===== src/rtl/cpu_pkg.sv =====
// Shared definitions for the hardwired control unit: opcodes, FSM states,
// instruction classes and the bundle of datapath strobes.
package cpu_pkg;

  localparam int DATA_W = 32;
  localparam int OP_W   = 5;

  localparam logic [4:0] OP_LD   = 5'd0;
  localparam logic [4:0] OP_LDI  = 5'd1;
  localparam logic [4:0] OP_ST   = 5'd2;
  localparam logic [4:0] OP_ADD  = 5'd3;
  localparam logic [4:0] OP_SHL  = 5'd11;
  localparam logic [4:0] OP_ADDI = 5'd12;
  localparam logic [4:0] OP_ORI  = 5'd14;
  localparam logic [4:0] OP_DIV  = 5'd15;
  localparam logic [4:0] OP_MUL  = 5'd16;
  localparam logic [4:0] OP_NEG  = 5'd17;
  localparam logic [4:0] OP_NOT  = 5'd18;
  localparam logic [4:0] OP_BR   = 5'd19;
  localparam logic [4:0] OP_JR   = 5'd20;
  localparam logic [4:0] OP_JAL  = 5'd21;
  localparam logic [4:0] OP_IN   = 5'd22;
  localparam logic [4:0] OP_OUT  = 5'd23;
  localparam logic [4:0] OP_MFHI = 5'd24;
  localparam logic [4:0] OP_MFLO = 5'd25;
  localparam logic [4:0] OP_HALT = 5'd27;

  typedef enum logic [3:0] {
    S_RST, S_T0, S_T1, S_T2, S_T3, S_T4, S_T5, S_T6, S_T7, S_HALT
  } state_t;

  typedef enum logic [3:0] {
    C_ALU3, C_ALU2, C_IMM, C_LDI, C_LD, C_ST, C_MULDIV, C_BR,
    C_JR, C_JAL, C_IN, C_OUT, C_MFHI, C_MFLO, C_NOP, C_HALT
  } class_t;

  typedef struct packed {
    logic gra, grb, grc, r_in, r_out, ba_out, c_out;
    logic pc_out, pc_in, inc_pc, ir_in, y_in, z_in, zlo_out, zhi_out;
    logic mar_in, mdr_in, mdr_out, read, write;
    logic hi_in, hi_out, lo_in, lo_out, con_in, inport_out, outport_in, r8_in;
  } ctrl_t;

  // Final execute step of each class; the FSM returns to T0 after it.
  function automatic state_t last_step(class_t c);
    case (c)
      C_ALU3, C_IMM, C_LDI: last_step = S_T5;
      C_ALU2, C_JAL:        last_step = S_T4;
      C_LD, C_ST:           last_step = S_T7;
      C_MULDIV, C_BR:       last_step = S_T6;
      default:              last_step = S_T3;
    endcase
  endfunction

  function automatic state_t succ(state_t s);
    case (s)
      S_T3:    succ = S_T4;
      S_T4:    succ = S_T5;
      S_T5:    succ = S_T6;
      S_T6:    succ = S_T7;
      default: succ = S_T0;
    endcase
  endfunction

endpackage


===== src/rtl/instr_decoder.sv =====
// Maps an opcode onto the execute-sequence class it shares with similar instructions.
module instr_decoder
  import cpu_pkg::*;
#(
  parameter int OP_W = 5
) (
  input  logic [OP_W-1:0] opcode,
  output class_t          cls
);

  always_comb begin
    cls = C_NOP;
    case (opcode) inside
      OP_LD:             cls = C_LD;
      OP_LDI:            cls = C_LDI;
      OP_ST:             cls = C_ST;
      [OP_ADD:OP_SHL]:   cls = C_ALU3;
      [OP_ADDI:OP_ORI]:  cls = C_IMM;
      OP_DIV, OP_MUL:    cls = C_MULDIV;
      OP_NEG, OP_NOT:    cls = C_ALU2;
      OP_BR:             cls = C_BR;
      OP_JR:             cls = C_JR;
      OP_JAL:            cls = C_JAL;
      OP_IN:             cls = C_IN;
      OP_OUT:            cls = C_OUT;
      OP_MFHI:           cls = C_MFHI;
      OP_MFLO:           cls = C_MFLO;
      OP_HALT:           cls = C_HALT;
      default:           cls = C_NOP;
    endcase
  end

endmodule


===== src/rtl/control_unit.sv =====
// Hardwired control unit: fetch T0-T2, per-class execute T3-T7, memory stalls,
// and stopping at instruction boundaries.
module control_unit
  import cpu_pkg::*;
#(
  parameter int DATA_W = 32,
  parameter int OP_W   = 5
) (
  input  logic              clock,
  input  logic              reset,
  input  logic [DATA_W-1:0] ir,
  input  logic              con_ff,
  input  logic              mem_done,
  input  logic              stop,
  output logic              gra, grb, grc, r_in, r_out, ba_out, c_out,
  output logic              pc_out, pc_in, inc_pc, ir_in, y_in, z_in, zlo_out, zhi_out,
  output logic              mar_in, mdr_in, mdr_out, read, write,
  output logic              hi_in, hi_out, lo_in, lo_out, con_in, inport_out, outport_in, r8_in,
  output logic [OP_W-1:0]   alu_op,
  output logic              run
);

  state_t          state, next;
  class_t          cls;
  ctrl_t           ctl;
  logic [OP_W-1:0] opcode;
  logic            mem_wait;
  logic            unused_ir;

  assign opcode    = ir[DATA_W-1 -: OP_W];
  assign unused_ir = ^ir[DATA_W-OP_W-1:0];

  instr_decoder #(.OP_W(OP_W)) u_dec (.opcode(opcode), .cls(cls));

  assign mem_wait = !mem_done &&
                    ((cls == C_LD && state == S_T6) || (cls == C_ST && state == S_T7));

  // Every path into T0 is an instruction boundary, where stop diverts to HALT.
  always_comb begin
    next = state;
    case (state)
      S_RST:  next = S_T0;
      S_T0:   next = S_T1;
      S_T1:   if (mem_done) next = S_T2;
      S_T2:   next = (cls == C_HALT) ? S_HALT : (cls == C_NOP) ? S_T0 : S_T3;
      S_HALT: next = S_HALT;
      default:
        if (!mem_wait) next = (state == last_step(cls)) ? S_T0 : succ(state);
    endcase
    if (next == S_T0 && stop) next = S_HALT;
  end

  always_ff @(posedge clock) begin
    if (reset) begin
      state <= S_RST;
      run   <= 1'b1;
    end else begin
      state <= next;
      run   <= (next != S_HALT);
    end
  end

  // Strobes follow the state register directly so execute steps see the IR loaded in T2.
  always_comb begin
    ctl    = '0;
    alu_op = '0;
    case (state)
      S_T0: begin
        ctl.pc_out = 1'b1; ctl.mar_in = 1'b1; ctl.inc_pc = 1'b1; ctl.z_in = 1'b1;
        alu_op = OP_ADD;
      end
      S_T1: begin
        ctl.zlo_out = 1'b1; ctl.pc_in = 1'b1; ctl.read = 1'b1; ctl.mdr_in = 1'b1;
      end
      S_T2: begin
        ctl.mdr_out = 1'b1; ctl.ir_in = 1'b1;
      end
      S_T3, S_T4, S_T5, S_T6, S_T7: begin
        alu_op = (cls == C_LD || cls == C_LDI || cls == C_ST || cls == C_BR) ? OP_ADD : opcode;
        case (cls)
          C_ALU3, C_IMM: begin
            case (state)
              S_T3: begin ctl.grb = 1'b1; ctl.r_out = 1'b1; ctl.y_in = 1'b1; end
              S_T4: begin
                if (cls == C_ALU3) begin ctl.grc = 1'b1; ctl.r_out = 1'b1; end
                else ctl.c_out = 1'b1;
                ctl.z_in = 1'b1;
              end
              S_T5: begin ctl.zlo_out = 1'b1; ctl.gra = 1'b1; ctl.r_in = 1'b1; end
              default: ;
            endcase
          end
          C_ALU2: begin
            case (state)
              S_T3: begin ctl.grb = 1'b1; ctl.r_out = 1'b1; ctl.z_in = 1'b1; end
              S_T4: begin ctl.zlo_out = 1'b1; ctl.gra = 1'b1; ctl.r_in = 1'b1; end
              default: ;
            endcase
          end
          C_LDI, C_LD, C_ST: begin
            case (state)
              S_T3: begin ctl.grb = 1'b1; ctl.ba_out = 1'b1; ctl.y_in = 1'b1; end
              S_T4: begin ctl.c_out = 1'b1; ctl.z_in = 1'b1; end
              S_T5: begin
                ctl.zlo_out = 1'b1;
                if (cls == C_LDI) begin ctl.gra = 1'b1; ctl.r_in = 1'b1; end
                else ctl.mar_in = 1'b1;
              end
              S_T6: begin
                if (cls == C_LD) begin ctl.read = 1'b1; ctl.mdr_in = 1'b1; end
                else begin ctl.gra = 1'b1; ctl.r_out = 1'b1; ctl.mdr_in = 1'b1; end
              end
              S_T7: begin
                if (cls == C_LD) begin ctl.mdr_out = 1'b1; ctl.gra = 1'b1; ctl.r_in = 1'b1; end
                else ctl.write = 1'b1;
              end
              default: ;
            endcase
          end
          C_MULDIV: begin
            case (state)
              S_T3: begin ctl.gra = 1'b1; ctl.r_out = 1'b1; ctl.y_in = 1'b1; end
              S_T4: begin ctl.grb = 1'b1; ctl.r_out = 1'b1; ctl.z_in = 1'b1; end
              S_T5: begin ctl.zlo_out = 1'b1; ctl.lo_in = 1'b1; end
              S_T6: begin ctl.zhi_out = 1'b1; ctl.hi_in = 1'b1; end
              default: ;
            endcase
          end
          C_BR: begin
            case (state)
              S_T3: begin ctl.gra = 1'b1; ctl.r_out = 1'b1; ctl.con_in = 1'b1; end
              S_T4: begin ctl.pc_out = 1'b1; ctl.y_in = 1'b1; end
              S_T5: begin ctl.c_out = 1'b1; ctl.z_in = 1'b1; end
              S_T6: begin ctl.zlo_out = con_ff; ctl.pc_in = con_ff; end
              default: ;
            endcase
          end
          C_JR:   if (state == S_T3) begin ctl.gra = 1'b1; ctl.r_out = 1'b1; ctl.pc_in = 1'b1; end
          C_JAL: begin
            if (state == S_T3) begin ctl.pc_out = 1'b1; ctl.r8_in = 1'b1; end
            if (state == S_T4) begin ctl.gra = 1'b1; ctl.r_out = 1'b1; ctl.pc_in = 1'b1; end
          end
          C_IN:   if (state == S_T3) begin ctl.inport_out = 1'b1; ctl.gra = 1'b1; ctl.r_in = 1'b1; end
          C_OUT:  if (state == S_T3) begin ctl.gra = 1'b1; ctl.r_out = 1'b1; ctl.outport_in = 1'b1; end
          C_MFHI: if (state == S_T3) begin ctl.hi_out = 1'b1; ctl.gra = 1'b1; ctl.r_in = 1'b1; end
          C_MFLO: if (state == S_T3) begin ctl.lo_out = 1'b1; ctl.gra = 1'b1; ctl.r_in = 1'b1; end
          default: ;
        endcase
      end
      default: ;
    endcase
  end

  assign {gra, grb, grc, r_in, r_out, ba_out, c_out} =
         {ctl.gra, ctl.grb, ctl.grc, ctl.r_in, ctl.r_out, ctl.ba_out, ctl.c_out};
  assign {pc_out, pc_in, inc_pc, ir_in, y_in, z_in, zlo_out, zhi_out} =
         {ctl.pc_out, ctl.pc_in, ctl.inc_pc, ctl.ir_in, ctl.y_in, ctl.z_in, ctl.zlo_out, ctl.zhi_out};
  assign {mar_in, mdr_in, mdr_out, read, write} =
         {ctl.mar_in, ctl.mdr_in, ctl.mdr_out, ctl.read, ctl.write};
  assign {hi_in, hi_out, lo_in, lo_out, con_in, inport_out, outport_in, r8_in} =
         {ctl.hi_in, ctl.hi_out, ctl.lo_in, ctl.lo_out, ctl.con_in, ctl.inport_out,
          ctl.outport_in, ctl.r8_in};

endmodule


===== config.mk =====
export PLATFORM = sky130hd
export DESIGN_NAME = control_unit
export DESIGN_NICKNAME = d
export VERILOG_FILES = /design/src/rtl/cpu_pkg.sv /design/src/rtl/instr_decoder.sv /design/src/rtl/control_unit.sv
export SDC_FILE = /design/constraint.sdc
export NUM_CORES = 1
export LEC_CHECK = 0
export BUFFER_PORTS_ARGS = -buffer_cell sky130_fd_sc_hd__buf_2
export CORE_MARGIN = 2
export CORE_UTILIZATION = 40
export CTS_CLUSTER_SIZE = 10
export DETAILED_ROUTE_END_ITERATION = 12
export GPL_ROUTABILITY_DRIVEN = 0
export PLACE_DENSITY = 0.85
export REMOVE_ABC_BUFFERS = 1
export SLEW_MARGIN = 5
export SYNTH_ARGS = -nofsm -noshare
export SYNTH_HDL_FRONTEND = slang
export SYNTH_SLANG_ARGS = --single-unit

===== constraint.sdc =====
create_clock -name clock -period 4.7 [get_ports clock]
set_input_delay 0.705 -clock clock [delete_from_list [all_inputs] [get_ports clock]]
set_output_delay 0.705 -clock clock [all_outputs]
set_load 0.02 [all_outputs]

==> results of run 1 <==
## area by class of cell
type / instances / area [sq um] / share of cell area, %
clock buffer: 4 / 26.3 / 1.92
inverter: 4 / 15.0 / 1.10
multi-input combinational: 161 / 971 / 71.1
sequential: 5 / 100 / 7.33
tap: 31 / 38.8 / 2.84
timing repair buffer: 43 / 215 / 15.8
## routing by layer
layer / up-vias / wire length, um
met1: 726 / 1550
met3: 8 / 409
met4: 0 / 46
met2: 118 / 1800
li1: 758 / -
met5: - / 0
## final timing paths
path / start / to / cells past startpoint
hold / removal: reset / state[2] / 2
setup / recovery: ir[28] / r_in / 8
setup reg to reg: state[1] / state[3] / 5
hold reg to reg: state[3] / state[1] / 3
## logic make-up (layout without fill, tap and decap cells)
kind of cell	count (synthesis)	in the layout	synth area share [%]
and+or+nand+nor	105	105	47.1
muxes	1	1	0.847
buffers and inverters	23	51	9.32
AOI/OAI and AO/OA	53	53	32.7
xor gates and xnor gates	2	2	1.48
DFF	5	5	8.47
## per-stage QoR
stage	cells	hold WS, ps	util, %	cell area [sq um]	setup slack, ps
floorplan	170	652	-	1090	1870
global placement	244	744	48.2	1340	1630
detailed placement	244	779	48.2	1340	1610
CTS	248	661	49.1	1370	1620
global route	248	661	49.1	1370	1440
finish	248	662	49.1	1370	1570
## critical path, delay by kind of cell
| family | cells | cell delay, ps |
|---|---|---|
| AND/OR/NAND/NOR | 3 | 720 |
| buffers and inverters | 2 | 530 |
| AO/OA/AOI/OAI | 3 | 450 |
## cells in the final DEF (no fill, tap or decap), types with 2 or more instances in the layout
cell	count
a211o_1	2
a21oi_1	3
a31oi_1	8
and2_1	4
and3_1	5
buf_2	43
clkbuf_4	3
dfxtp_1	5
inv_1	4
nand2_1	12
nand2b_1	8
nand3_1	8
nand3b_1	3
nand4_1	4
nand4b_1	2
nor2_1	37
nor2b_1	4
nor3_1	5
nor4_1	2
o21ai_0	13
o221ai_1	3
o22ai_1	3
o31ai_1	3
o32ai_1	3
or3_1	2
## state kept, by name, summed over array words and instances (netlist names)
| register | count |
|---|---|
| run | 1 |
| state | 4 |
## power groups by stage
stage          Sequential [mW]  Clock (mW)  Combinational [mW]
2_1_floorplan           0.0651           0               0.135
3_3_place_gp            0.0689           0               0.194
3_5_place_dp            0.0692           0               0.196
4_1_cts                 0.0684      0.0511               0.197
5_1_grt                 0.0713      0.0539               0.216
6_report                0.0694      0.0500               0.199
==> results.sh, run 1 <==
export IMPL_cts_buffer_depth=2
export IMPL_syn_instance_count=189
export IMPL_relSlewSlack_pct=62.1
export IMPL_area_growth_pct=15.7
export IMPL_p_int_mw=0.154
export IMPL_crit_path_start_kind="input port"
export IMPL_cts_resized=0
export IMPL_end_kind="output port"
export IMPL_fin_crit_sh_pct=66.5
export IMPL_power_frac_seq_pct=21.8
export IMPL_drive_above_1_share_pct=24.0
export IMPL_core_area_sq_um=2780
export IMPL_grt_overflow_total=0
export IMPL_use_met1_pct=29.5
export IMPL_rsz0062_at_grt="false"
export IMPL_grt_pass1_wl_um=6010
export IMPL_crit_arrival_ps=2420
export IMPL_vias_per_cell=6.49
export IMPL_synth_edf_count=0
export IMPL_dieArea_sq_um=3400
export IMPL_synth_top_area_share_pct=11.8
export IMPL_fmax_mhz=320
export IMPL_io_buffers=43
export IMPL_nets=255
export IMPL_ctsHoldBuffers=0
export IMPL_worstPathRequired_ps=3990
export IMPL_synthTopCellsByCount="nor2_1 (37), o21ai_0 (13), nand2_1 (12)"
export IMPL_finalHoldViolations=0
export IMPL_postCtsSetupRepairBufs=0
export IMPL_crit_type="input port to output port"
export IMPL_regToRegSetupSlack_ps=2550
export IMPL_grtUsageMet2_pct=33.5
export IMPL_postSynthAreaPerCell_sq_um=6.25
export IMPL_ys_flop_type="dfxtp_1"
export IMPL_first_iter_violations=132
export IMPL_drt_first_pass_iters=6
export IMPL_wl_per_cell_um=15.3
export IMPL_power_density_nw_per_um2=233
export IMPL_synth_cell_types=55
export IMPL_p_total_mw=0.318
export IMPL_vdd_ir_drop_worst_mv=0.229
export IMPL_setup_violations=0
export IMPL_fin_tns_setup_ps=0
export IMPL_worst_slew_pin_slew_ps=567
export IMPL_drv_cap=0
export IMPL_critical_path_max_stage_delay_ps=340
export IMPL_rows=19
export IMPL_dieHeight_um=58.3
export IMPL_ys_async_sr_fraction_pct=0
export IMPL_routed_wl_um=3810
export IMPL_grt_pass1_vias=1356
export IMPL_start_util_pct=42.5
export IMPL_htreeDepth=1
export IMPL_yosysMostFrequentCell="nor2_1"
export IMPL_clk_pin_slew_ps=50
export IMPL_cp_max_fo=22
export IMPL_die_width_um=58.3
export IMPL_ys_warnings_count=0
export IMPL_pwr_share_clk_pct=15.7
export IMPL_yosysSeqAreaShare_pct=8.47
export IMPL_antenna_left=0
export IMPL_min_period_ps=3130
export IMPL_cpMaxStageDelayCell="buf_2"
export IMPL_grtUsageMet3_pct=4.40
export IMPL_n_fill_cell=294
export IMPL_hp_class="input port to register"
export IMPL_numCtsBuffers=3
export IMPL_cts_tree="done"
export IMPL_ios=71
export IMPL_pwr_share_comb_pct=62.5
export IMPL_worstPathCellList="buf_2, nand2b_1, o21ai_0, and2_1, nor2b_1, a31oi_1, o221ai_1, buf_2"
export IMPL_clockRootBuffer="clkbuf_4"
export IMPL_antenna_found_initial=0
export IMPL_worst_path_most_repeated_cell="buf_2"
export IMPL_place_hpwl_um=2760
export IMPL_swShare_pct=51.7
export IMPL_vias=1610
export IMPL_slew_violations=0
export IMPL_grt_max_degree=26
export IMPL_diodes=0
export IMPL_clock_latency_ps=240
export IMPL_ys_ff_latch=5
export IMPL_leakage_nw=0.593
export IMPL_synth_area_leaders="nor2_1 (12%), dfxtp_1 (8.5%), o21ai_0 (5.5%)"
export IMPL_synthesis_area_sq_um=1180
export IMPL_grt_use_total_pct=21.6
export IMPL_drcViolationCount=0
export IMPL_grt_busiest_layer="met2"
export IMPL_cts_sinks=5
export IMPL_status="finished clean"
export IMPL_power_switching_mw=0.165
export IMPL_synth_largest_area_cell="nor2_1"
export IMPL_clock_skew_ps=5.15
Note: power is estimated with default switching activity, not from simulation.
==> run 2, diff against run 1 <==
--- a/config.mk
+++ b/config.mk
@@ -11,7 +11,7 @@
 export CTS_CLUSTER_SIZE = 10
 export DETAILED_ROUTE_END_ITERATION = 12
 export GPL_ROUTABILITY_DRIVEN = 0
-export PLACE_DENSITY = 0.85
+export PLACE_DENSITY = 0.88
 export REMOVE_ABC_BUFFERS = 1
 export SLEW_MARGIN = 5
 export SYNTH_ARGS = -nofsm -noshare
==> constraint.sdc (replaced) <==
create_clock -name clock -period 2.8 [get_ports clock]
set_input_delay 0.42 -clock clock [delete_from_list [all_inputs] [get_ports clock]]
set_output_delay 0.42 -clock clock [all_outputs]
set_load 0.02 [all_outputs]
==> results.sh, run 2 (synthesis results as in run 1) <==
export IMPL_vias_per_cell=6.43
export IMPL_area_growth_pct=19.6
export IMPL_finalHoldViolations=0
export IMPL_dieHeight_um=58.3
export IMPL_p_total_mw=0.546
export IMPL_worstSetupStartpoint="state[2]"
export IMPL_wl_per_cell_um=15.6
export IMPL_ff2ff_path_depth=5
export IMPL_min_from="reset"
export IMPL_nets=261
export IMPL_start_util_pct=42.5
export IMPL_critical_path_max_stage_delay_ps=500
export IMPL_relSlewSlack_pct=71.9
export IMPL_reg_largest_list="state x4, run x1"
export IMPL_grt_overflow_total=0
export IMPL_worst_slew_pin_slew_ps=419
export IMPL_crit_arrival_ps=2140
export IMPL_worstPathCellList="and2b_1, nand2_1, nor2b_1, a31oi_1, o221ai_1, buf_2"
export IMPL_io_buffers=43
export IMPL_pwr_share_comb_pct=64.3
export IMPL_rr_startpoint="state[3]"
export IMPL_core_area_sq_um=2780
export IMPL_htreeDepth=1
export IMPL_drive_above_1_share_pct=26.5
export IMPL_cts_sinks=5
export IMPL_fmax_mhz=391
export IMPL_fin_tns_setup_ps=0
export IMPL_cts_buffer_depth=2
export IMPL_slew_violations=0
export IMPL_drcViolationCount=0
export IMPL_r2r_end="state[3]"
export IMPL_p_int_mw=0.266
export IMPL_hold_end="state[2]"
export IMPL_place_hpwl_um=2940
export IMPL_vdd_ir_drop_worst_mv=0.269
export IMPL_numCtsBuffers=3
export IMPL_min_period_ps=2560
export IMPL_largest_reg_flops=4
export IMPL_crit_buf_inv=1
export IMPL_status="finished clean"
export IMPL_worstPathRequired_ps=2380
export IMPL_cp_max_fo=9
export IMPL_cts_tree="done"
export IMPL_end_kind="output port"
export IMPL_rsz0062_at_grt="false"
export IMPL_ios=71
export IMPL_cp_depth=6
export IMPL_cpMaxStageDelayCell="dfxtp_1"
export IMPL_drt_first_pass_iters=5
export IMPL_crit_type="register to output port"
export IMPL_ctsHoldBuffers=0
export IMPL_hp_class="input port to register"
export IMPL_antenna_found_initial=0
export IMPL_die_width_um=58.3
export IMPL_vias=1632
export IMPL_swShare_pct=51.3
export IMPL_clock_skew_ps=3.52
export IMPL_diodes=0
export IMPL_power_frac_seq_pct=20.3
export IMPL_drv_cap=0
export IMPL_grt_use_total_pct=23.1
export IMPL_cp_top_family="simple AND/OR/NAND/NOR gates"
export IMPL_crit_path_start_kind="register"
export IMPL_fin_crit_sh_pct=91.4
export IMPL_routed_wl_um=3970
export IMPL_mostFrequentLayoutCells="buf_2 (43), nor2_1 (37), o21ai_0 (13)"
export IMPL_leakage_nw=0.622
export IMPL_power_density_nw_per_um2=387
export IMPL_clockRootBuffer="clkbuf_4"
export IMPL_dieArea_sq_um=3400
export IMPL_grt_pass1_vias=1373
export IMPL_power_switching_mw=0.280
export IMPL_setup_violations=0
export IMPL_top_register="state"
export IMPL_final_common_cell="buf_2"
export IMPL_regToRegSetupSlack_ps=740
export IMPL_clock_latency_ps=240
export IMPL_postCtsSetupRepairBufs=0
export IMPL_grt_pass1_wl_um=6350
export IMPL_grt_max_degree=21
export IMPL_pwr_share_clk_pct=15.4
export IMPL_antenna_left=0
export IMPL_clk_pin_slew_ps=40
export IMPL_first_iter_violations=133
export IMPL_rows=19
export IMPL_worstHoldPathCells=2
run 2: worst max-delay path by stage:
| stage | slack, ps | end |
|---|---|---|
| 6_report | 240 | r_in |
| 5_1_grt | 150 | r_in |
| 4_1_cts | 180 | r_in |
| 3_5_place_dp | 440 | r_in |
| 3_3_place_gp | 470 | zlo_out |
| 2_1_floorplan | 340 | r_out |
run 2: power by group through the flow:
stage / Combinational (mW) / Sequential, mW / Clock [mW]
after floorplan: 0.227 / 0.109 / 0
after global placement: 0.340 / 0.109 / 0
after detailed placement: 0.346 / 0.109 / 0
after CTS: 0.347 / 0.108 / 0.0883
after global routing: 0.383 / 0.112 / 0.0959
final: 0.351 / 0.111 / 0.0841
run 2: what timing repair did:
item                                   4_1_cts  5_1_grt
setup endpoints to repair                    0        2
endpoints found under the hold margin        0        0
gates resized for setup                      0        1
run 2: worst register-to-register path, delay by kind of cell, from the launching register on:
kind | cells | cell delay (ps)
AO/OA/AOI/OAI | 2 | 490
flip-flops | 1 | 490
AND/OR/NAND/NOR | 3 | 980
run 2: area by class of cell:
cell class	instances	area [sq um]
multi-input cells	161	971
flip-flops and latches	5	101
well taps	31	38.8
fillers	301	1370
inverters	4	15.0
repair buffers	49	260
clock buffers	4	26.3
run 2: through the flow:
stage	hold slack [ps]	utilization, %	setup slack (ps)	area (sq um)	instances
finish	376	50.8	240	1410	254
floorplan	492	-	343	1090	170
CTS	371	50.7	182	1410	254
global placement	627	49.8	467	1390	250
detailed placement	629	49.8	440	1390	250
global route	359	50.8	149	1410	254
run 2: per-layer routing:
layer	vias up	routed length (um)	global-route usage [%]	share of wire [%]
met4	0	26	4.98	0.66
met1	738	1550	33.5	39
met2	122	1870	36.8	47
met5	-	0	0	0
met3	6	523	2.86	13
li1	766	-	-	-
